**src/rtl/vic20_loader_pkg.sv**
```systemverilog
// Shared types and constants for the VIC-20 PRG/CRT download loader:
// FSM states, cartridge base, BASIC pointer addresses and internal-RAM map.
package vic20_loader_pkg;

  typedef enum logic [1:0] {
    ST_IDLE   = 2'd0,
    ST_LOAD   = 2'd1,
    ST_INJECT = 2'd2,
    ST_FINISH = 2'd3
  } state_e;

  localparam logic [15:0] CART_BASE_DEFAULT = 16'hA000;

  localparam logic [4:0] INJECT_LAST = 5'd15;
  localparam logic [4:0] FINISH_LAST = 5'd31;

  localparam logic [15:0] RAM_LO_START  = 16'h0000;
  localparam logic [15:0] RAM_LO_END    = 16'h03FF;
  localparam logic [15:0] RAM_BLK_START = 16'h1000;
  localparam logic [15:0] RAM_BLK_END   = 16'h1FFF;
  localparam logic [15:0] COLOR_START   = 16'h9400;
  localparam logic [15:0] COLOR_END     = 16'h97FF;

  // BASIC start-of-variables/arrays/end-of-arrays and KERNAL load-end pointers.
  function automatic logic [15:0] ptr_addr(input logic [2:0] idx);
    logic [15:0] a;
    case (idx)
      3'd0:    a = 16'h002D;
      3'd1:    a = 16'h002E;
      3'd2:    a = 16'h002F;
      3'd3:    a = 16'h0030;
      3'd4:    a = 16'h0031;
      3'd5:    a = 16'h0032;
      3'd6:    a = 16'h00AE;
      3'd7:    a = 16'h00AF;
      default: a = 16'h0000;
    endcase
    return a;
  endfunction

  function automatic logic in_range(input logic [15:0] addr,
                                    input logic [15:0] lo,
                                    input logic [15:0] hi);
    return (addr >= lo) && (addr <= hi);
  endfunction

endpackage

```
**src/rtl/vic20_mem_region.sv**
```systemverilog
// Combinational decoder: flags addresses that land in VIC-20 internal RAM
// (low 1K, the 4K main block and colour RAM).
module vic20_mem_region
  import vic20_loader_pkg::*;
(
  input  logic [15:0] addr_i,
  output logic        internal_o
);

  always_comb begin
    internal_o = in_range(addr_i, RAM_LO_START,  RAM_LO_END)  ||
                 in_range(addr_i, RAM_BLK_START, RAM_BLK_END) ||
                 in_range(addr_i, COLOR_START,   COLOR_END);
  end

endmodule

```
**src/rtl/vic20_prg_loader.sv**
```systemverilog
// Converts a PRG/CRT download stream into addressed memory writes, then
// patches the BASIC end pointers and optionally requests a machine reset.
module vic20_prg_loader
  import vic20_loader_pkg::*;
#(
  parameter logic [15:0] CART_BASE = CART_BASE_DEFAULT
) (
  input  logic        clk_sys,
  input  logic        reset_n,
  input  logic        dl_active,
  input  logic        dl_wr,
  input  logic [15:0] dl_addr,
  input  logic [7:0]  dl_data,
  input  logic        hdr_mode,
  output logic        mem_wr,
  output logic [15:0] mem_addr,
  output logic [7:0]  mem_data,
  output logic        mem_internal,
  output logic        force_reset,
  output logic        busy
);

  state_e      state_q, state_d;
  logic [4:0]  cnt_q, cnt_d;
  logic [15:0] load_addr_q, load_addr_d;
  logic [15:0] wp_q, wp_d;
  logic [15:0] end_ptr_q, end_ptr_d;
  logic        cart_flag_q, cart_flag_d;
  logic        hdr_q, hdr_d;
  logic        mem_wr_q, mem_wr_d;
  logic [15:0] mem_addr_q, mem_addr_d;
  logic [7:0]  mem_data_q, mem_data_d;
  logic        force_reset_q, force_reset_d;
  logic        busy_q, busy_d;

  logic        enter_load_s;
  logic        inj_emit_s;
  logic [2:0]  inj_idx_s;
  logic [15:0] inj_ptr_s;
  logic        use_hdr_s;
  logic [15:0] data_addr_s;
  logic [4:0]  cnt_inc_s;

  always_comb begin
    state_d       = state_q;
    cnt_d         = cnt_q;
    load_addr_d   = load_addr_q;
    wp_d          = wp_q;
    end_ptr_d     = end_ptr_q;
    cart_flag_d   = cart_flag_q;
    hdr_d         = hdr_q;
    mem_wr_d      = 1'b0;
    mem_addr_d    = mem_addr_q;
    mem_data_d    = mem_data_q;
    force_reset_d = 1'b0;
    enter_load_s  = 1'b0;
    inj_emit_s    = 1'b0;
    inj_idx_s     = 3'd0;
    inj_ptr_s     = end_ptr_q;
    cnt_inc_s     = cnt_q + 5'd1;
    // hdr_mode is only honoured on the first byte; later bytes use the latched copy
    use_hdr_s     = (dl_addr == 16'h0000) ? hdr_mode : hdr_q;
    data_addr_s   = use_hdr_s ? (load_addr_q + dl_addr - 16'd2) : (CART_BASE + dl_addr);

    case (state_q)
      ST_IDLE: begin
        if (dl_active) begin
          state_d      = ST_LOAD;
          enter_load_s = 1'b1;
        end else begin
          cnt_d = 5'd0;
        end
      end

      ST_LOAD: begin
        if (!dl_active) begin
          // first pointer byte goes out together with c=1, straight from wp
          state_d    = ST_INJECT;
          cnt_d      = 5'd1;
          end_ptr_d  = wp_q;
          inj_ptr_s  = wp_q;
          inj_emit_s = 1'b1;
          inj_idx_s  = 3'd0;
        end else if (dl_wr) begin
          if (dl_addr == 16'h0000) begin
            hdr_d = hdr_mode;
          end else begin
            hdr_d = hdr_q;
          end
          if (use_hdr_s && (dl_addr == 16'h0000)) begin
            load_addr_d[7:0] = dl_data;
          end else if (use_hdr_s && (dl_addr == 16'h0001)) begin
            load_addr_d[15:8] = dl_data;
            wp_d              = {dl_data, load_addr_q[7:0]};
          end else begin
            mem_wr_d   = 1'b1;
            mem_addr_d = data_addr_s;
            mem_data_d = dl_data;
            wp_d       = data_addr_s + 16'd1;
            if (data_addr_s == CART_BASE) begin
              cart_flag_d = 1'b1;
            end else begin
              cart_flag_d = cart_flag_q;
            end
          end
        end else begin
          state_d = ST_LOAD;
        end
      end

      ST_INJECT, ST_FINISH: begin
        if (dl_active) begin
          state_d      = ST_LOAD;
          enter_load_s = 1'b1;
        end else begin
          cnt_d = cnt_inc_s;
          if (cnt_inc_s[0] && (cnt_inc_s <= INJECT_LAST)) begin
            inj_emit_s = 1'b1;
            inj_idx_s  = cnt_inc_s[3:1];
          end else begin
            inj_emit_s = 1'b0;
          end
          if ((state_q == ST_INJECT) && (cnt_q == INJECT_LAST)) begin
            state_d = ST_FINISH;
          end else if ((state_q == ST_FINISH) && (cnt_inc_s == FINISH_LAST)) begin
            force_reset_d = cart_flag_q;
          end else if ((state_q == ST_FINISH) && (cnt_q == FINISH_LAST)) begin
            state_d     = ST_IDLE;
            cnt_d       = 5'd0;
            cart_flag_d = 1'b0;
          end else begin
            state_d = state_q;
          end
        end
      end

      default: begin
        state_d = ST_IDLE;
        cnt_d   = 5'd0;
      end
    endcase

    if (enter_load_s) begin
      cnt_d       = 5'd0;
      cart_flag_d = 1'b0;
      wp_d        = CART_BASE;
    end else begin
      cnt_d = cnt_d;
    end

    if (inj_emit_s) begin
      mem_wr_d   = 1'b1;
      mem_addr_d = ptr_addr(inj_idx_s);
      mem_data_d = inj_idx_s[0] ? inj_ptr_s[15:8] : inj_ptr_s[7:0];
    end else begin
      mem_data_d = mem_data_d;
    end

    busy_d = (state_d != ST_IDLE);
  end

  always_ff @(posedge clk_sys or negedge reset_n) begin
    if (!reset_n) begin
      state_q       <= ST_IDLE;
      cnt_q         <= 5'd0;
      load_addr_q   <= 16'h0000;
      wp_q          <= 16'h0000;
      end_ptr_q     <= 16'h0000;
      cart_flag_q   <= 1'b0;
      hdr_q         <= 1'b0;
      mem_wr_q      <= 1'b0;
      mem_addr_q    <= 16'h0000;
      mem_data_q    <= 8'h00;
      force_reset_q <= 1'b0;
      busy_q        <= 1'b0;
    end else begin
      state_q       <= state_d;
      cnt_q         <= cnt_d;
      load_addr_q   <= load_addr_d;
      wp_q          <= wp_d;
      end_ptr_q     <= end_ptr_d;
      cart_flag_q   <= cart_flag_d;
      hdr_q         <= hdr_d;
      mem_wr_q      <= mem_wr_d;
      mem_addr_q    <= mem_addr_d;
      mem_data_q    <= mem_data_d;
      force_reset_q <= force_reset_d;
      busy_q        <= busy_d;
    end
  end

  vic20_mem_region u_region (
    .addr_i     (mem_addr_q),
    .internal_o (mem_internal)
  );

  assign mem_wr      = mem_wr_q;
  assign mem_addr    = mem_addr_q;
  assign mem_data    = mem_data_q;
  assign force_reset = force_reset_q;
  assign busy        = busy_q;

endmodule

```
**config.mk**
```make
export PLATFORM = sky130hd
export DESIGN_NAME = vic20_prg_loader
export DESIGN_NICKNAME = d
export VERILOG_FILES = /design/src/rtl/vic20_loader_pkg.sv /design/src/rtl/vic20_mem_region.sv /design/src/rtl/vic20_prg_loader.sv
export SDC_FILE = /design/constraint.sdc
export NUM_CORES = 1
export LEC_CHECK = 0
export BUFFER_PORTS_ARGS = -buffer_cell sky130_fd_sc_hd__buf_2
export CAP_MARGIN = 20
export CORE_MARGIN = 2
export CORE_UTILIZATION = 55
export DETAILED_ROUTE_END_ITERATION = 10
export PLACE_DENSITY = 0.75
export SETUP_SLACK_MARGIN = 0.15
export SLEW_MARGIN = 5
export SYNTH_ARGS = -nofsm -noshare
export SYNTH_HDL_FRONTEND = slang
export SYNTH_SLANG_ARGS = --single-unit
```
**constraint.sdc**
```tcl
create_clock -name clk_sys -period 5.6 [get_ports clk_sys]
set_clock_uncertainty 0.05 [all_clocks]
set_input_delay 1.12 -clock clk_sys [delete_from_list [all_inputs] [get_ports clk_sys]]
set_output_delay 1.12 -clock clk_sys [all_outputs]
set_load 0.01 [all_outputs]
```
# == Yosys cells after proc, flatten, opt, wreduce, memory -nomap -nowiden ==
# Memory sizes are Yosys's and may differ from the RTL's.
# Cells that the tools add are included.
# totals
wordCells,148
rom_bits,48
inputBits,29
regBits,84
output_inout_bits,28
mem_count,1
# memory_table
memory,words,width,read_ports,rd_ports_with_merged_regs,write_ports,line,rtl
(no name shown),8,6,1,0,0,vic20_loader_pkg.sv:27,case (idx)
# classes
reduce_logical,30
eq_ne,22
order_cmp,7
bitwise_logic,1
addsub,5
mux,69
# op_table
operator,n
16-bit two-way mux,15
8-bit two-way mux,7
5-bit two-way mux,7
"3-bit inequality test, second input constant",11
1-bit two-way mux,26
"16-bit by 1-bit adder with 16-bit output, second input constant",1
16-bit adder,1
"16-bit adder, first input constant",1
"16-bit by 1-bit equality test with 1-bit output, second input constant",1
"16-bit equality test, second input constant",1
"16-bit by 1-bit >= comparator with 1-bit output, second input constant",1
"16-bit by 13-bit >= comparator with 1-bit output, second input constant",1
"16-bit >= comparator, second input constant",1
"16-bit by 10-bit less-or-equal comparator with 1-bit output, second input constant",1
"16-bit by 13-bit less-or-equal comparator with 1-bit output, second input constant",1
"16-bit less-or-equal comparator, second input constant",1
16-bit logical NOT,1
"16-bit by 2-bit subtractor with 16-bit output, second input constant",1
5-bit one-hot mux with 3 select lines,1
2-bit two-way mux,7
2-bit nonzero test,7
"5-bit equality test, second input constant",2
10-bit AND reduction,1
5-bit AND reduction,2
other kinds (18),35

# == Logic depth before layout (Yosys ltp) ==
# Gate-level depths: netlist of the first run.
# logic_depth
ltp_word,11
ltp_mapped,14

# == Hierarchy ==
# A second synthesis of the first run with hierarchy kept.
# hier_totals
cells_unflattened,610
hier_area_um2,5560.3
# modules_own_cells
module,cells_per_inst,instances,area_each_um2
vic20_prg_loader,605,1,5526.6
vic20_mem_region,5,1,33.8

# == Least setup slack after synthesis of the first run ==
# OpenSTA, ideal clock, no wires.
# synth_path
path_type,in2reg
from,input dl_addr[1]
to,register wp_q[14]
n_path_buf,0
setup_slack_ns,1.542
arrival_time_ns,3.921
stages,14
path_cell_list,inv_1 ha_1 inv_1 ha_1 fa_1 a21o_1 a221o_1 xor2_1 a21boi_1 a2bb2o_2 nor4_4 nand4_1 xnor2_1 o211ai_1
# synth_between
elab_chain_cells,10
# synth_rtl
element,line,rtl
"start, declared",vic20_prg_loader.sv:12,"input logic [15:0] dl_addr,"
16-bit adder / 16-bit logical NOT (equally long branches),"vic20_prg_loader.sv:63, vic20_prg_loader.sv:62, vic20_prg_loader.sv:90",
16-bit by 2-bit subtractor with 16-bit output / 1-bit two-way mux (equally long branches),-,
16-bit two-way mux,vic20_prg_loader.sv:63,data_addr_s = use_hdr_s ? (load_addr_q + dl_addr - 16'd2) : (CART_BASE + dl_addr);
16-bit by 1-bit adder with 16-bit output,vic20_prg_loader.sv:99,wp_d = data_addr_s + 16'd1;
16-bit two-way mux,vic20_prg_loader.sv:92,end else if (use_hdr_s && (dl_addr == 16'h0001)) begin
16-bit two-way mux,vic20_prg_loader.sv:90,if (use_hdr_s && (dl_addr == 16'h0000)) begin
16-bit two-way mux,vic20_prg_loader.sv:84,end else if (dl_wr) begin
16-bit two-way mux,vic20_prg_loader.sv:76,if (!dl_active) begin
16-bit two-way mux,vic20_prg_loader.sv:65,case (state_q)
16-bit two-way mux,vic20_prg_loader.sv:143,if (enter_load_s) begin
"end signal, assigned",vic20_prg_loader.sv:180,wp_q <= wp_d;
"end, declared",vic20_prg_loader.sv:26,"logic [15:0] wp_q, wp_d;"
# Several ways; a longest one is shown, not always the timed one. The select of a mux whose other input is x is not followed.
# A chain may end at the register's enable or synchronous reset.

# == Final worst setup path of the first run ==
# layout_path
from,input dl_addr[1]
to,register cart_flag_q
# layout_between
elab_chain_cells,6
# layout_rtl
element,line,rtl
16-bit adder / 16-bit logical NOT (equally long branches),"vic20_prg_loader.sv:63, vic20_prg_loader.sv:62, vic20_prg_loader.sv:90",
16-bit by 2-bit subtractor with 16-bit output / 1-bit two-way mux (equally long branches),-,
16-bit two-way mux,vic20_prg_loader.sv:63,
16-bit equality test,vic20_prg_loader.sv:100,if (data_addr_s == CART_BASE) begin
3-bit inequality test (no source line),-,
10-bit AND reduction (no source line) (*),-,
"end signal, assigned",vic20_prg_loader.sv:182,cart_flag_q <= cart_flag_d;
"end, declared",vic20_prg_loader.sv:28,"logic cart_flag_q, cart_flag_d;"
# Every way passes the cells marked *; elsewhere a longest branch is shown, timed or not.

==> impl_metrics.py, run 1 <==
metrics = {
    "outcome": {
        "status": "completed",
    },
    "run": {
        "maxCapViolations": 0,
    },
    "power_and_ir_drop": {
        "leakage_nw": 2.88,
        "p_comb_share_pct": 21.9,
        "p_switching_mw": 0.452,
        "max-vdd-ir-drop_v": 0.000105,
        "seqPwrFrac_pct": 47.3,
        "power_density_mw_per_mm2": 248,
        "p_int_mw": 1.06,
        "power_mw": 1.52,
        "clockPowerShare_pct": 30.8,
        "p_sw_share_pct": 29.8,
    },
    "min_path": {
        "hold_depth": 2,
        "hp-class": "reg -> reg",
    },
    "synth": {
        "yosysMostFrequentCell": "dfrtp_1",
        "synth_nets": 665,
        "ys_seq_elements": 84,
        "ys_warn_count": 0,
        "synth_top_flop_cell": "dfrtp_1",
        "synth_top_area_cell": "dfrtp_1",
        "yosysUniqueCellTypes": 67,
        "netlist_instances": 596,
        "synth_area_mm2": 0.00544,
        "async_flop_share_pct": 100,
        "avgSynthCellArea_um2": 9.13,
        "synth_top_area_share_pct": 38.6,
        "synth-edff-count": 0,
        "synth-compound-area-share_pct": 17.6,
        "synthMuxAreaShare_pct": 7.49,
        "seq_area_frac_synth_pct": 38.6,
        "synth-simple-area-share_pct": 16.1,
        "synth_common_cells": "dfrtp_1, inv_1, nand2_1",
        "synth-adder-area-share_pct": 9.33,
        "synth_xor_area_share_pct": 4.50,
        "yosys-top-cells-area": "dfrtp_1, ha_1, inv_1, o21ai_0, nand2_1",
        "synth_top_family_by_area": "compound AO/OA/AOI/OAI gates",
    },
    "cells_and_area": {
        "antennaDiodeCount": 0,
        "drive_gt1_share_pct": 17.7,
        "area_growth_pct": 12.1,
        "instances_no_fill": 790,
        "nets": 722,
    },
    "sta": {
        "tightest_slew_ns": 0.953,
        "fmax_mhz": 232,
        "post-route-min-period_ns": 4.32,
        "hold_viol_final": 0,
        "setup_viol": 0,
        "slew_viol_final": 0,
        "fin_crit_sh_pct": 77.1,
        "relSlewSlack_pct": 36.3,
        "setup-tns-final_ns": 0,
        "rsz0062_at_grt": "no",
    },
    "clock_network": {
        "clk-insertion-delay-late_ns": 0.37,
        "cts_tree": "built",
        "clkSinkCount": 84,
        "path_clk_slew_ns": 0.08,
        "cts_root_buf": "clkbuf_8",
        "post-cts-setup-buffer-count": 0,
        "hold_buffers": 0,
        "cts_buffer_depth": 2,
        "cts.repair.resized": 0,
        "cts_buffers": 9,
        "htreeDepth": 3,
    },
    "global_route": {
        "antenna_found_initial": 0,
        "grt_use_total_pct": 28.0,
        "grt_pass1_vias": 4345,
        "grt_max_degree": 85,
        "grt_pass1_wl_um": 22500,
        "grt_overflow": 0,
    },
    "setup_path": {
        "reg2reg_depth": 14,
        "cp-start-kind": "input pin",
        "critical_path_class": "in -> reg",
        "critPathArrivalTime_ns": 4.54,
        "cp_max_fo": 5,
        "crit_path_end_kind": "register",
        "crit_required_ns": 5.82,
    },
    "placed_design": {
        "place_congestion": 0.982,
        "placedCellCount": 774,
        "dp_hpwl_um": 10700,
        "portBuffers": 56,
    },
    "floorplanning": {
        "dieWidth_um": 103,
        "dieArea_mm2": 0.0107,
        "initial_core_util_pct": 56.2,
        "core.rowCount": 36,
        "dieHeight_um": 103,
        "num_io_pins": 57,
        "coreArea_mm2": 0.00968,
    },
    "routing": {
        "avgViaCountPerCell": 5.79,
        "drt-total-wl_um": 14000,
        "wire_per_inst_um": 17.7,
        "drc_errors": 0,
        "dr.pass1.iters": 5,
        "ant_nets": 0,
        "num_vias": 4571,
        "drt-initial-drc-count": 305,
    },
}
-- power by group through the flow --
stage	Sequential, mW	Clock, mW	Combinational, mW
global placement	0.725	0	0.321
finish	0.716	0.467	0.332
CTS	0.716	0.470	0.331
floorplan	0.735	0	0.192
detailed placement	0.727	0	0.329
global route	0.725	0.496	0.370
-- final cells by class --
class	count	area, um2
repair buffers	64	363
multi-input cells	423	3000
fillers	834	3580
flip-flops and latches	84	2100
inverters	71	267
well taps	133	166
clock buffers	11	131
clock inverters	4	75.1
-- flip-flops by register name, indices dropped and copies added (netlist names) --
signal and count:
busy 1, cart_flag_q 1, cnt_q 5, end_ptr_q 16, force_reset 1, hdr_q 1
load_addr_q 16, mem_addr 16, mem_data 8, mem_wr 1, state_q 2, wp_q 16
-- cell families (layout without fill, tap and decap cells) --
logic type	Yosys count	in the layout
simple gates	169	169
compound gates	150	150
buf+inv	89	150
flops	84	84
fa+ha+maj	40	40
mux	36	36
xor+xnor	28	28
-- routing by layer --
layer	vias to the layer above	global-route usage, %	part of all wire, %
met1	2178	38.6	45
met5	-	0	0
met2	153	45.3	47
met3	21	4.44	6.3
met4	0	9.11	1.8
li1	2219	-	-
-- stage by stage --
stage	hold slack (ns)	util, %	instance area, um2	setup slack [ns]
after floorplan	0.394	-	5440	1.54
after global placement	0.419	60.6	5870	1.08
after detailed placement	0.426	60.6	5870	0.994
after CTS	0.448	62.7	6080	1.37
after global routing	0.472	63.0	6100	1.07
final	0.448	63.0	6100	1.28
-- cells in the final DEF, fill, tap and decap left out, types with 4 or more instances in the layout --
cell	count
dfrtp_1	84
inv_1	71
nand2_1	56
buf_2	55
o21ai_0	51
ha_1	39
nor2_1	35
a21oi_1	29
xnor2_1	18
mux2_2	18
mux2i_1	16
nand3_1	16
nor3_1	11
xor2_1	10
o211ai_1	9
a22oi_1	9
clkbuf_8	9
nand4_1	8
buf_4	8
a21o_1	7
nand2b_1	5
and3_1	5
nor4_1	5
o22ai_1	5
or2_2	4
o221ai_1	4
-- final timing paths --
path                                to  slack (ns)           start
max                        cart_flag_q        1.28      dl_addr[1]
min                            wp_q[5]        0.45         wp_q[5]
max reg2reg                cart_flag_q        1.81  load_addr_q[1]
min reg2reg                    wp_q[5]        0.45         wp_q[5]
max in group asynchronous  mem_data[6]        4.29         reset_n
min in group asynchronous     cnt_q[2]        0.61         reset_n
-- worst max-delay path: stages --
cell	delay, ns
buf_2	0.16
inv_1	0.06
ha_1	0.27
inv_1	0.04
ha_1	0.22
fa_1	0.41
a21o_1	0.24
a221o_1	0.34
o2111ai_1	0.26
nand3b_1	0.13
xnor2_1	0.14
o21ai_0	0.53
and3_1	0.24
nand4_1	0.11
o31ai_1	0.25
Power figures use the tool's default switching activity.
==> run 2, diff against run 1 <==
==> constraint.sdc (replaced) <==
create_clock -name clk_sys -period 4.1 [get_ports clk_sys]
set_clock_uncertainty 0.05 [all_clocks]
set_input_delay 0.82 -clock clk_sys [delete_from_list [all_inputs] [get_ports clk_sys]]
set_output_delay 0.82 -clock clk_sys [all_outputs]
set_load 0.01 [all_outputs]
==> run 2 against run 1 <==
Net effect:
- global-route usage is 0.24 points higher
- sequential power is 37% higher
- critical endpoint is now wp_q[14]
- final cell count up 2.2%
- die area is the same
- core utilization grew 0.85 points
- via count rose by 2.1%
- wire length grew 1.5%
- sequential cell count did not move
- largest cell class unchanged
- non-clock buffer count rose by 16
- sequential share of layout area is 0.46 points lower
==> impl_metrics.py, run 2 (synthesis gave the netlist of run 1 again) <==
metrics = {
    "outcome": {
        "status": "completed",
    },
    "routing": {
        "wire_per_inst_um": 17.6,
        "num_vias": 4668,
        "ant_nets": 0,
        "drc_errors": 0,
        "drt-initial-drc-count": 231,
        "drt-total-wl_um": 14200,
        "avgViaCountPerCell": 5.78,
        "dr.pass1.iters": 4,
    },
    "placed_design": {
        "place_congestion": 0.940,
        "portBuffers": 56,
        "dp_hpwl_um": 11200,
    },
    "cells_and_area": {
        "most-common-layout-cells": "dfrtp_1, inv_1, nand2_1, buf_2, o21ai_0",
        "drive_gt1_share_pct": 19.7,
        "fin_util_pct": 63.9,
        "area_growth_pct": 13.6,
        "antennaDiodeCount": 0,
        "nets": 738,
        "final_common_cell": "dfrtp_1",
        "fill_cells": 858,
    },
    "sta": {
        "slew_viol_final": 0,
        "hold_viol_final": 0,
        "setup_viol": 0,
        "holdWs_ns": 0.299,
        "fin_crit_sh_pct": 90.8,
        "fmax_mhz": 269,
        "tightest_slew_ns": 0.784,
        "rsz0062_at_grt": "no",
        "relSlewSlack_pct": 47.6,
        "post-route-min-period_ns": 3.72,
    },
    "clock_network": {
        "htreeDepth": 3,
        "cts_buffer_depth": 2,
        "hold_buffers": 0,
        "cts_tree": "built",
        "cts_buffers": 9,
        "path_clk_slew_ns": 0.08,
        "clk-insertion-delay-late_ns": 0.36,
        "clkSinkCount": 84,
        "cts_root_buf": "clkbuf_8",
    },
    "floorplanning": {
        "dieWidth_um": 103,
        "dieArea_mm2": 0.0107,
        "core.rowCount": 36,
        "initial_core_util_pct": 56.2,
        "dieHeight_um": 103,
        "coreArea_mm2": 0.00968,
        "num_io_pins": 57,
    },
    "setup_path": {
        "crit_path_end_kind": "register",
        "crit_buf_inv": 3,
        "crit_slowest_cell": "fa_1",
        "critPathArrivalTime_ns": 3.90,
        "cp-start-kind": "input pin",
        "critPathMaxStageDelay_ns": 0.42,
        "cp_cell_sequence": "buf_2 > inv_1 > ha_1 > inv_1 > ha_1 > fa_1 > a21o_1 > a311o_1 > a31oi_1 > xnor2_1 > mux2i_4 > nor4_4 > nand4_1 > xnor2_1 > o211ai_1",
        "cp_top_family": "adder cells",
        "crit_required_ns": 4.28,
        "critical_path_class": "in -> reg",
        "cp_max_fo": 5,
    },
    "power_and_ir_drop": {
        "p_switching_mw": 0.618,
        "leakage_nw": 2.96,
        "seqPwrFrac_pct": 49.5,
        "max-vdd-ir-drop_v": 0.000139,
        "p_sw_share_pct": 31.3,
        "power_density_mw_per_mm2": 319,
        "p_int_mw": 1.36,
        "p_comb_share_pct": 23.6,
        "clockPowerShare_pct": 26.9,
    },
    "global_route": {
        "antenna_found_initial": 0,
        "grt_use_total_pct": 28.2,
        "grt_pass1_vias": 4464,
        "grt_overflow": 0,
        "grt_pass1_wl_um": 22900,
        "grt_max_degree": 85,
    },
    "run": {
        "maxCapViolations": 0,
    },
    "min_path": {
        "hp-class": "in -> async",
    },
}
run 2: cell count changes in the layout (fill, tap and decap cells not counted), sizes merged:
cell / change
clkinv: +3
bufinv: -2
buf: +16
clkinvlp: -2
inv: +1
clkbuf: +1
run 2: area by class of cell:
class	instances	area [um2]	share of cell area [%]
Clock buffer	12	145	2.35
Clock inverter	4	23.8	0.384
Inverter	71	267	4.31
Multi-Input combinational cell	423	3000	48.5
Sequential cell	84	2100	34.0
Tap cell	133	166	2.69
Timing Repair Buffer	80	483	7.81
run 2: path summary, 6_finish.rpt:
| kind | from | to | slack, ns | cells after the start |
|---|---|---|---|---|
| setup / recovery | dl_addr[1] | wp_q[14] | 0.38 | 15 |
| hold / removal | reset_n | force_reset | 0.30 | 1 |
| setup reg to reg | load_addr_q[1] | wp_q[14] | 0.53 | 14 |
| hold reg to reg | wp_q[3] | wp_q[3] | 0.43 | 2 |
| max in group asynchronous | reset_n | mem_data[6] | 3.11 | 2 |
| min in group clk_sys | wp_q[3] | wp_q[3] | 0.43 | 2 |
run 2: worst register-to-register path: cells and delay by family (launching register included):
family | cells | cell delay [ns]
buffers and inverters | 2 | 0.12
and+or+nand+nor | 2 | 0.55
DFF | 1 | 0.35
muxes | 1 | 0.17
xor gates and xnor gates | 2 | 0.36
AOI/OAI and AO/OA | 4 | 0.88
adders and majority gates | 3 | 0.95
run 2: stage by stage:
| step | setup WS, ns | setup TNS, ns | power, mW | cell area (um2) | std cells |
|---|---|---|---|---|---|
| 5_1_grt | 0.182 | 0 | 2.08 | 6190 | 807 |
| 6_report | 0.376 | 0 | 1.98 | 6190 | 807 |
| 4_1_cts | 0.319 | 0 | 1.98 | 6160 | 806 |
| 3_3_place_gp | 0.0509 | 0 | 1.44 | 5990 | 790 |
| 3_5_place_dp | -0.0611 | -0.123 | 1.46 | 5990 | 790 |
| 2_1_floorplan | 0.342 | 0 | 1.27 | 5440 | 596 |
run 2: repair_timing:
action / in CTS / in global routing
setup endpoints to repair: 0 / 4
gates resized for setup: 0 / 0
setup buffers: 0 / 0
run 2: power groups by stage:
stage	clock (mW)	combinational, mW	sequential [mW]
after floorplan	0	0.262	1.00
after detailed placement	0	0.463	0.993
after global placement	0	0.450	0.989
final	0.533	0.466	0.978
after CTS	0.535	0.465	0.978
after global routing	0.573	0.517	0.989
run 2: metal layers:
layer	GRT usage [%]	up-vias	wire length [um]
met1	38.8	2295	6490
met5	0	-	0
li1	-	2231	-
met3	4.84	23	596
met4	9.51	0	329
met2	45.3	119	6820
